## config.mk

```make
export PLATFORM = sky130hd
export DESIGN_NAME = seven_seg_monitor_flat
export DESIGN_NICKNAME = d
export VERILOG_FILES = /design/src/rtl/seven_seg_monitor_if.sv /design/src/rtl/seven_seg_monitor.sv /design/src/flat_wrapper.sv
export SDC_FILE = /design/constraint.sdc
export NUM_CORES = 1
export LEC_CHECK = 0
export CAP_MARGIN = 40
export CORE_MARGIN = 2
export CORE_UTILIZATION = 55
export CTS_CLUSTER_DIAMETER = 80
export DETAILED_ROUTE_END_ITERATION = 12
export HOLD_SLACK_MARGIN = 0.15
export PLACE_DENSITY = 0.78
export SYNTH_ARGS = -nofsm -noshare
export SYNTH_HDL_FRONTEND = slang
export SYNTH_SLANG_ARGS = --single-unit
```

## constraint.sdc

```tcl
create_clock -name clk -period 3.3 [get_ports clk]
set_input_delay 0.33 -clock clk [delete_from_list [all_inputs] [get_ports clk]]
set_output_delay 0.33 -clock clk [all_outputs]
set_load 0.01 [all_outputs]
```

## src/rtl/seven_seg_monitor_if.sv

```systemverilog
`default_nettype none
// ============================================================================
// Module      : seven_seg_monitor_if
// Description : Segment bus plus decoded monitor results for seven_seg_monitor.
// Revision    : 1.0 - initial release
// ============================================================================
interface seven_seg_monitor_if #(
    parameter int ERR_W = 8
);
    logic [6:0]       seg;
    logic [3:0]       value;
    logic             valid;
    logic             invalid;
    logic             new_value;
    logic             dir_up;
    logic             step_pulse;
    logic             jump_pulse;
    logic [ERR_W-1:0] err_count;

    modport master (
        output seg,
        input  value, valid, invalid, new_value, dir_up,
        input  step_pulse, jump_pulse, err_count
    );

    modport slave (
        input  seg,
        output value, valid, invalid, new_value, dir_up,
        output step_pulse, jump_pulse, err_count
    );
endinterface
`default_nettype wire

```

## src/rtl/seven_seg_monitor.sv

```systemverilog
`default_nettype none
// ============================================================================
// Module      : seven_seg_monitor
// Description : Debounces a 7-segment bus, decodes it and tracks count steps.
// Revision    : 1.0 - initial release
// ============================================================================
module seven_seg_monitor #(
    parameter int STABLE_CYCLES = 4,
    parameter int ACTIVE_LOW    = 1,
    parameter int ERR_W         = 8
) (
    input  wire logic          clk,
    input  wire logic          rst,
    seven_seg_monitor_if.slave bus
);
    localparam int              RUN_W     = $clog2(STABLE_CYCLES + 1);
    localparam logic [RUN_W-1:0] c_RUN_MAX = RUN_W'(STABLE_CYCLES);

    typedef enum logic [1:0] {
        ST_EMPTY = 2'd0,
        ST_TRACK = 2'd1,
        ST_FAULT = 2'd2
    } state_t;

    logic [6:0]       w_seg_hi;
    logic [6:0]       r_seg;
    logic [RUN_W-1:0] r_run;
    logic [6:0]       r_last;
    logic             r_have_last;
    logic             w_accept;
    logic [4:0]       w_dec;
    logic             w_dec_ok;
    logic [3:0]       w_dec_val;
    logic [3:0]       w_prev_up;
    logic [3:0]       w_prev_dn;

    state_t           r_state, w_state_nxt;
    logic [3:0]       r_value, w_value_nxt;
    logic             r_valid, w_valid_nxt;
    logic             r_invalid, w_invalid_nxt;
    logic             r_dir, w_dir_nxt;
    logic             r_new, r_step, r_jump;
    logic             w_step, w_jump, w_err_inc;
    logic [ERR_W-1:0] r_err;

    generate
        if (ACTIVE_LOW != 0) begin : g_invert
            assign w_seg_hi = ~bus.seg;
        end else begin : g_pass
            assign w_seg_hi = bus.seg;
        end
    endgenerate

    // Returns {legal, nibble}; anything outside the 16 glyphs is illegal.
    function automatic logic [4:0] f_decode(input logic [6:0] p);
        case (p)
            7'h3F:   f_decode = 5'h10;
            7'h06:   f_decode = 5'h11;
            7'h5B:   f_decode = 5'h12;
            7'h4F:   f_decode = 5'h13;
            7'h66:   f_decode = 5'h14;
            7'h6D:   f_decode = 5'h15;
            7'h7D:   f_decode = 5'h16;
            7'h07:   f_decode = 5'h17;
            7'h7F:   f_decode = 5'h18;
            7'h6F:   f_decode = 5'h19;
            7'h77:   f_decode = 5'h1A;
            7'h7C:   f_decode = 5'h1B;
            7'h39:   f_decode = 5'h1C;
            7'h5E:   f_decode = 5'h1D;
            7'h79:   f_decode = 5'h1E;
            7'h71:   f_decode = 5'h1F;
            default: f_decode = 5'h00;
        endcase
    endfunction

    always_ff @(posedge clk) begin
        if (rst) begin
            r_seg <= 7'h00;
            r_run <= '0;
        end else begin
            r_seg <= w_seg_hi;
            if (w_seg_hi == r_seg) begin
                if (r_run != c_RUN_MAX) begin
                    r_run <= r_run + RUN_W'(1);
                end
            end else begin
                r_run <= RUN_W'(1);
            end
        end
    end

    // r_have_last lets the very first stable pattern (even blank) through.
    assign w_accept  = (r_run == c_RUN_MAX) && (!r_have_last || (r_seg != r_last));
    assign w_dec     = f_decode(r_seg);
    assign w_dec_ok  = w_dec[4];
    assign w_dec_val = w_dec[3:0];
    assign w_prev_up = r_value + 4'd1;
    assign w_prev_dn = r_value - 4'd1;

    always_comb begin
        w_state_nxt   = r_state;
        w_value_nxt   = r_value;
        w_valid_nxt   = r_valid;
        w_invalid_nxt = r_invalid;
        w_dir_nxt     = r_dir;
        w_step        = 1'b0;
        w_jump        = 1'b0;
        w_err_inc     = 1'b0;
        if (w_accept) begin
            if (!w_dec_ok) begin
                w_valid_nxt   = 1'b0;
                w_invalid_nxt = 1'b1;
                w_err_inc     = 1'b1;
                w_state_nxt   = ST_FAULT;
            end else begin
                w_value_nxt   = w_dec_val;
                w_valid_nxt   = 1'b1;
                w_invalid_nxt = 1'b0;
                w_state_nxt   = ST_TRACK;
                if (r_state == ST_TRACK) begin
                    if (w_dec_val == w_prev_up) begin
                        w_step    = 1'b1;
                        w_dir_nxt = 1'b1;
                    end else if (w_dec_val == w_prev_dn) begin
                        w_step    = 1'b1;
                        w_dir_nxt = 1'b0;
                    end else begin
                        w_jump    = 1'b1;
                        w_err_inc = 1'b1;
                    end
                end
            end
        end
    end

    always_ff @(posedge clk) begin
        if (rst) begin
            r_state     <= ST_EMPTY;
            r_value     <= 4'h0;
            r_valid     <= 1'b0;
            r_invalid   <= 1'b0;
            r_dir       <= 1'b1;
            r_new       <= 1'b0;
            r_step      <= 1'b0;
            r_jump      <= 1'b0;
            r_err       <= '0;
            r_have_last <= 1'b0;
            r_last      <= 7'h00;
        end else begin
            r_state   <= w_state_nxt;
            r_value   <= w_value_nxt;
            r_valid   <= w_valid_nxt;
            r_invalid <= w_invalid_nxt;
            r_dir     <= w_dir_nxt;
            r_new     <= w_accept;
            r_step    <= w_step;
            r_jump    <= w_jump;
            if (w_err_inc && (r_err != {ERR_W{1'b1}})) begin
                r_err <= r_err + ERR_W'(1);
            end
            if (w_accept) begin
                r_have_last <= 1'b1;
                r_last      <= r_seg;
            end
        end
    end

    assign bus.value      = r_value;
    assign bus.valid      = r_valid;
    assign bus.invalid    = r_invalid;
    assign bus.new_value  = r_new;
    assign bus.dir_up     = r_dir;
    assign bus.step_pulse = r_step;
    assign bus.jump_pulse = r_jump;
    assign bus.err_count  = r_err;
endmodule
`default_nettype wire
```

## src/flat_wrapper.sv

```systemverilog
// flat-port wrapper written by rule: the top's interface ports become plain ports
module seven_seg_monitor_flat 
#(
    parameter int STABLE_CYCLES = 4,
    parameter int ACTIVE_LOW    = 1,
    parameter int ERR_W         = 8
)
  (clk, rst, bus_seg, bus_value, bus_valid, bus_invalid, bus_new_value, bus_dir_up, bus_step_pulse, bus_jump_pulse, bus_err_count);
  seven_seg_monitor_if #(.ERR_W(ERR_W)) bus_i ();
  input  wire logic clk;
  input  wire logic rst;
  input wire logic [$bits(bus_i.seg)-1:0] bus_seg;
  output wire logic [$bits(bus_i.value)-1:0] bus_value;
  output wire logic [$bits(bus_i.valid)-1:0] bus_valid;
  output wire logic [$bits(bus_i.invalid)-1:0] bus_invalid;
  output wire logic [$bits(bus_i.new_value)-1:0] bus_new_value;
  output wire logic [$bits(bus_i.dir_up)-1:0] bus_dir_up;
  output wire logic [$bits(bus_i.step_pulse)-1:0] bus_step_pulse;
  output wire logic [$bits(bus_i.jump_pulse)-1:0] bus_jump_pulse;
  output wire logic [$bits(bus_i.err_count)-1:0] bus_err_count;
  assign bus_i.seg = bus_seg;
  assign bus_value = bus_i.value;
  assign bus_valid = bus_i.valid;
  assign bus_invalid = bus_i.invalid;
  assign bus_new_value = bus_i.new_value;
  assign bus_dir_up = bus_i.dir_up;
  assign bus_step_pulse = bus_i.step_pulse;
  assign bus_jump_pulse = bus_i.jump_pulse;
  assign bus_err_count = bus_i.err_count;
  seven_seg_monitor #(.STABLE_CYCLES(STABLE_CYCLES), .ACTIVE_LOW(ACTIVE_LOW), .ERR_W(ERR_W)) u_core (.clk(clk), .rst(rst), .bus(bus_i));
endmodule
```

== Word level (Yosys, flattened, before mapping) ==
Index checks and enable logic that the tools add are counted.
Word-level totals
  word-level logic and storage cells: 73
  flip-flop bits (word level): 38
  output and inout port bits: 18
  input bits: 9
Cells by class
  bitwise logic cells: 5
  eq/ne operators: 25
  multiplexer cells: 15
  add/sub/neg operators: 4
  reductions and logical operators: 10
Operators with widths (number)
  == test 7 bit (second input constant): 12
  one-hot mux 5 bit (16 select lines): 1
  == test 7 x 3 -> 1 bit (second input constant): 2
  == test 7 x 6 -> 1 bit (second input constant): 2
  two-way mux 1 bit: 13
  adder 8 x 1 -> 8 bit (second input constant): 1
  == test 4 bit: 2
  != test 8 bit (second input constant): 1
  == test 7 bit: 1
  != test 7 bit: 1
  inverter 7 bit: 1
  adder 4 x 1 -> 4 bit (second input constant): 1
  inverter 1 bit: 4
  AND reduction 4 bit: 1
  OR reduction 4 bit: 1
  subtractor 4 x 1 -> 4 bit (second input constant): 1
  adder 3 x 1 -> 3 bit (second input constant): 1
  == test 3 bit (second input constant): 1
  != test 3 bit (second input constant): 1
  OR reduction 3 bit: 1
  == test 2 x 1 -> 1 bit (second input constant): 1
  logical AND 1 bit: 2
  two-way mux 2 bit: 1
  != test 2 bit (second input constant): 1
  other kinds (5): 5

== Depth between registers and ports, before layout ==
  depth in word-level cells: 9
  gate-level depth with buffers: 12
  gate-level depth less buffers: 9

== Least setup slack after synthesis ==
No wires, ideal clock.
  path kind: reg2reg
  start point: register u_core.r_seg[6]
  end point: register u_core.r_err[7], in the netlist u_core.bus.err_count[7]
  arrival time: 2.742 ns
  period minus slack after synthesis: 2.812 ns
  library setup time: 0.070 ns
  required time: 3.230 ns
  path buffers: 1
  slack: 0.488 ns
  cell stages (with the launch flop): 11
  cell sequence: dfxtp_1 -> nand2b_4 -> or4b_1 -> o21ba_1 -> and2_4 -> xnor3_1 -> nor2b_1 -> a221o_1 -> buf_6 -> or4b_1 -> a21oi_1
Between the ends
  word-level cells in the longest chain between the ends: 9
  elaborated cells between the ends (all ways): 28
  those cells by class: eq/ne: 19; mux: 6; reduce/logical: 3
Ends and longest elaborated chain
  start: declaration: line seven_seg_monitor.sv:26  | logic [6:0] r_seg;
  start signal: assignment: line seven_seg_monitor.sv:82  | r_seg <= w_seg_hi;
  == test 7 bit (tied with other cells): line seven_seg_monitor.sv:56  | case (p)
  one-hot mux 5 bit (16 select lines): line seven_seg_monitor.sv:56
  == test 4 bit: line seven_seg_monitor.sv:125  | end else if (w_dec_val == w_prev_dn) begin
  two-way mux 1 bit: line seven_seg_monitor.sv:125
  two-way mux 1 bit: line seven_seg_monitor.sv:122  | if (w_dec_val == w_prev_up) begin
  two-way mux 1 bit: line seven_seg_monitor.sv:121  | if (r_state == ST_TRACK) begin
  two-way mux 1 bit: line seven_seg_monitor.sv:111  | if (!w_dec_ok) begin
  two-way mux 1 bit (*): line seven_seg_monitor.sv:110  | if (w_accept) begin
  logical AND 1 bit (*): line seven_seg_monitor.sv:159  | if (w_err_inc && (r_err != {ERR_W{1'b1}})) begin
  end signal: assignment: line seven_seg_monitor.sv:160  | r_err <= r_err + ERR_W'(1);
  end: declaration: line seven_seg_monitor.sv:44  | logic [ERR_W-1:0] r_err;
Mark *: on every way between the ends. The rest lies on a longest branch, timed or not.
A chain may end at the register's enable or synchronous reset.

== Final worst setup path ==
  start point: register u_core.r_seg[1]
  end point: register u_core.r_err[7], in the netlist u_core.bus.err_count[7]
Same word-level chain as after synthesis.

==> results by group <==
Timing
  • Final worst path period share: 94.2%
  • Max Slew Vio Count: 0
  • Rel. slew slack: 45.6%
  • Minimum clock period: 3.11 ns
  • Slew @ Worst Pin: 0.814 ns
  • Fmax: 0.322 GHz
  • Fin Setup TNS: 0 ns
  • Final setup fails: 0
  • Max Clock Skew: 0.00310 ns
  • Unrepaired setup endpoints after global routing: no
  • Hold Vio Cnt, Final: 0

Logic synthesis
  • Warnings, synthesis: 0
  • Synth Net Count: 263
  • Largest family of logic cells by synthesized area: simple AND/OR/NAND/NOR gates
  • Mapped cell area: 0.00211 mm2
  • Synth Area in Simple Gates: 30.3%
  • Mux share of post-synthesis cell area: 4.63%
  • Yosys top cell area share: 34.2%
  • Post-synth EDFFs: 0
  • Synth Area in XOR/XNOR: 12.2%
  • Adder-Cell Fraction of Synth Area: 2.97%
  • Synthesized instance count: 249
  • Top post-synthesis cells by area: dfxtp_1, nand2_1, nor2_1, xnor3_1, xor2_1
  • Yosys top cell by area: dfxtp_1
  • Syn_area_per_cell: 8.46 um2
  • Asr flop ratio synth: 0%
  • Yosys reg bits: 36
  • Synth Flop Type: dfxtp_1
  • Sequential share of the synthesized area: 34.2%
  • Count of cell types in the netlist: 48
  • Compound-Gate Fraction of Synth Area: 11.2%

Finish
  • # diodes: 0
  • Fin nets: 289
  • Area growth syn-to-layout: 19.4%
  • Fin area: 0.00251 mm2
  • Non-Filler Instances: 324
  • Filler cell count: 313
  • Commonest non-fill, non-tap cell in the layout: dfxtp_1
  • Fraction of layout cells with a size suffix above 1: 7.97%
  • Commonest non-fill, non-tap cells in the layout: dfxtp_1, nand2_1, nor2_1

Clock tree
  • Clock buffer depth: 2
  • Root buf cell: clkbuf_8
  • CTS tree: built
  • Total clock buffers created by CTS: 5
  • H-tree levels: 2
  • Clock Latency Late Sink: 0.29 ns
  • CTS Sinks: 36
  • CTS clk-pin slew, worst paths: 0.07 ns

Route
  • Total number of vias: 1816
  • Vias/cell: 5.60
  • Wire per inst: 12.9 um
  • Final wirelength: 4.19 mm
  • Remaining antenna violation count: 0
  • Drt first pass iters: 4
  • Iter 0 DRT Violations: 121
  • Drt drc: 0

Global route
  • Met1 usage: 27.7%
  • Initial antenna violation count: 0
  • Grt met3 use: 3.58%
  • Largest net degree at the start of global routing: 26
  • First-pass GRT wire length: 7.22 mm
  • GRT met2 Usage: 35.1%
  • Number of global-route vias before repair: 1624
  • GR Overflow Total: 0
  • Total GRT Usage: 21.4%
  • Top Usage Layer GRT: met2

Setup path
  • Peak fanout along the critical path: 16
  • Worst path cell trace: or4b_1 > o21ba_1 > and2_4 > xnor3_1 > nor2b_1 > a221o_1 > or4b_1 > a21oi_1
  • WP data required: 3.51 ns
  • Critical Path End Type: flip-flop
  • Flop-to-flop setup slack: 0.19 ns
  • Family with the most delay on the worst path: simple AND/OR/NAND/NOR gates
  • Most frequent CP cell: or4b_1
  • Critical path's slowest cell: or4b_1
  • Crit path largest cell delay: 0.61 ns
  • Worst setup SP type: flip-flop
  • WP buf/inv: 0
  • CP Class: flip-flop to flip-flop
  • Arr. time, crit path: 3.32 ns

Power and ir drop
  • Max VDD drop: 263 uV
  • Pwr Density: 339 mW/mm2
  • Total Power: 0.853 mW
  • Leakage dissipation: 0.972 nW

Place
  • Placement Cell Area: 0.00241 mm2
  • DP Cell Count: 316
  • Routability Congestion: 0.810
  • Final HPWL DP: 2.96 mm
  • Number of port buffers: 26

Die
  • Placeable Area: 0.00366 mm2
  • FP Rows: 22
  • Io pins: 27
  • Die Height: 65.9 um
  • Die area: 0.00434 mm2
  • Die span in x: 65.9 um
  • Starting Density: 57.6%

Min path
  • Hold Crit Class: flip-flop to flip-flop

Status
  • Status: completed

Flow run
  • Max_cap viols: 0
[metrics by stage]
| stage | utilization, % | setup WS [ns] | hold slack (ns) |
|---|---|---|---|
| 6_report | 68.7 | 0.191 | 0.467 |
| 5_1_grt | 68.7 | 0.0267 | 0.491 |
| 4_1_cts | 68.5 | 0.176 | 0.469 |
| 3_5_place_dp | 66.0 | 0.198 | 0.460 |
| 3_3_place_gp | 66.0 | 0.233 | 0.454 |
| 2_1_floorplan | - | 0.488 | 0.402 |
[worst register-to-register path, cell delays in order (launching register included)]
cell and delay (ns):
dfxtp_1 0.48, or4b_1 0.61, o21ba_1 0.21, and2_4 0.17
xnor3_1 0.34, nor2b_1 0.14, a221o_1 0.42, or4b_1 0.50
a21oi_1 0.15
[sequential cells by signal, indices dropped and copies added, names as in the netlist]
register,flops
u_core.bus.dir_up,1
u_core.bus.err_count,8
u_core.bus.invalid,1
u_core.bus.jump_pulse,1
u_core.bus.new_value,1
u_core.bus.step_pulse,1
u_core.bus.value,4
u_core.r_have_last,1
u_core.r_last,7
u_core.r_run,3
u_core.r_seg,7
u_core.r_state,1
[per-layer routing]
layer / up-vias / wire length [um]
met2: 45 / 2010
li1: 913 / -
met1: 852 / 1950
met3: 6 / 164
met5: - / 0
met4: 0 / 61
[power by group]
part | switching [mW] | internal [mW]
Combinational | 0.0341 | 0.0354
Sequential | 0.0140 | 0.440
Clock | 0.160 | 0.170
[cells in the mapped netlist, types with 2 or more instances]
cell type	count
a211oi_1	3
a21oi_1	14
a221o_1	2
and2_1	4
and3_1	4
buf_2	7
clkbuf_1	7
dfxtp_1	36
ha_1	5
inv_1	6
mux2_1	5
mux2i_1	3
nand2_1	27
nand2b_1	7
nand3_1	3
nand4_1	7
nor2_1	27
nor2b_1	12
nor3_1	10
nor3b_1	3
nor4_1	5
o211ai_1	2
o21ai_0	2
o32a_1	2
or4b_1	3
xnor2_1	9
xnor3_1	4
xor2_1	10
[cell families (layout without fill, tap and decap cells)]
kind of cell	Yosys count	in the layout
muxes	9	9
and+or+nand+nor	121	121
adders and majority gates	5	5
DFF	36	36
xor gates and xnor gates	23	23
AOI/OAI and AO/OA	34	34
buffers and inverters	21	48
[cell type report]
| cell class | instances | area [um2] | area share (%) |
|---|---|---|---|
| multi-input combinational | 192 | 1300 | 51.5 |
| timing repair buffer | 34 | 320 | 12.7 |
| tap | 48 | 60.1 | 2.39 |
| clock buffer | 7 | 86.3 | 3.43 |
| clock inverter | 1 | 7.51 | 0.299 |
| sequential | 36 | 722 | 28.7 |
| inverter | 6 | 22.5 | 0.896 |
[repair_timing]
item / 4_1_cts / 5_1_grt
setup buffers: 0 / 0
setup endpoints to repair: 0 / 2
endpoints found under the hold margin: 0 / 0
gates resized for setup: 0 / 2
hold buffers: 0 / 0
[path summary, 6_finish.rpt]
path,from,endpoint,cells past startpoint
worst min register to register,u_core.r_last[6],u_core.r_last[6],2
worst max-delay path,u_core.r_seg[1],u_core.bus.err_count[7],8
worst max register to register,u_core.r_seg[1],u_core.bus.err_count[7],8
worst min-delay path,u_core.r_last[6],u_core.r_last[6],2
(Power assumes the default switching activity.)
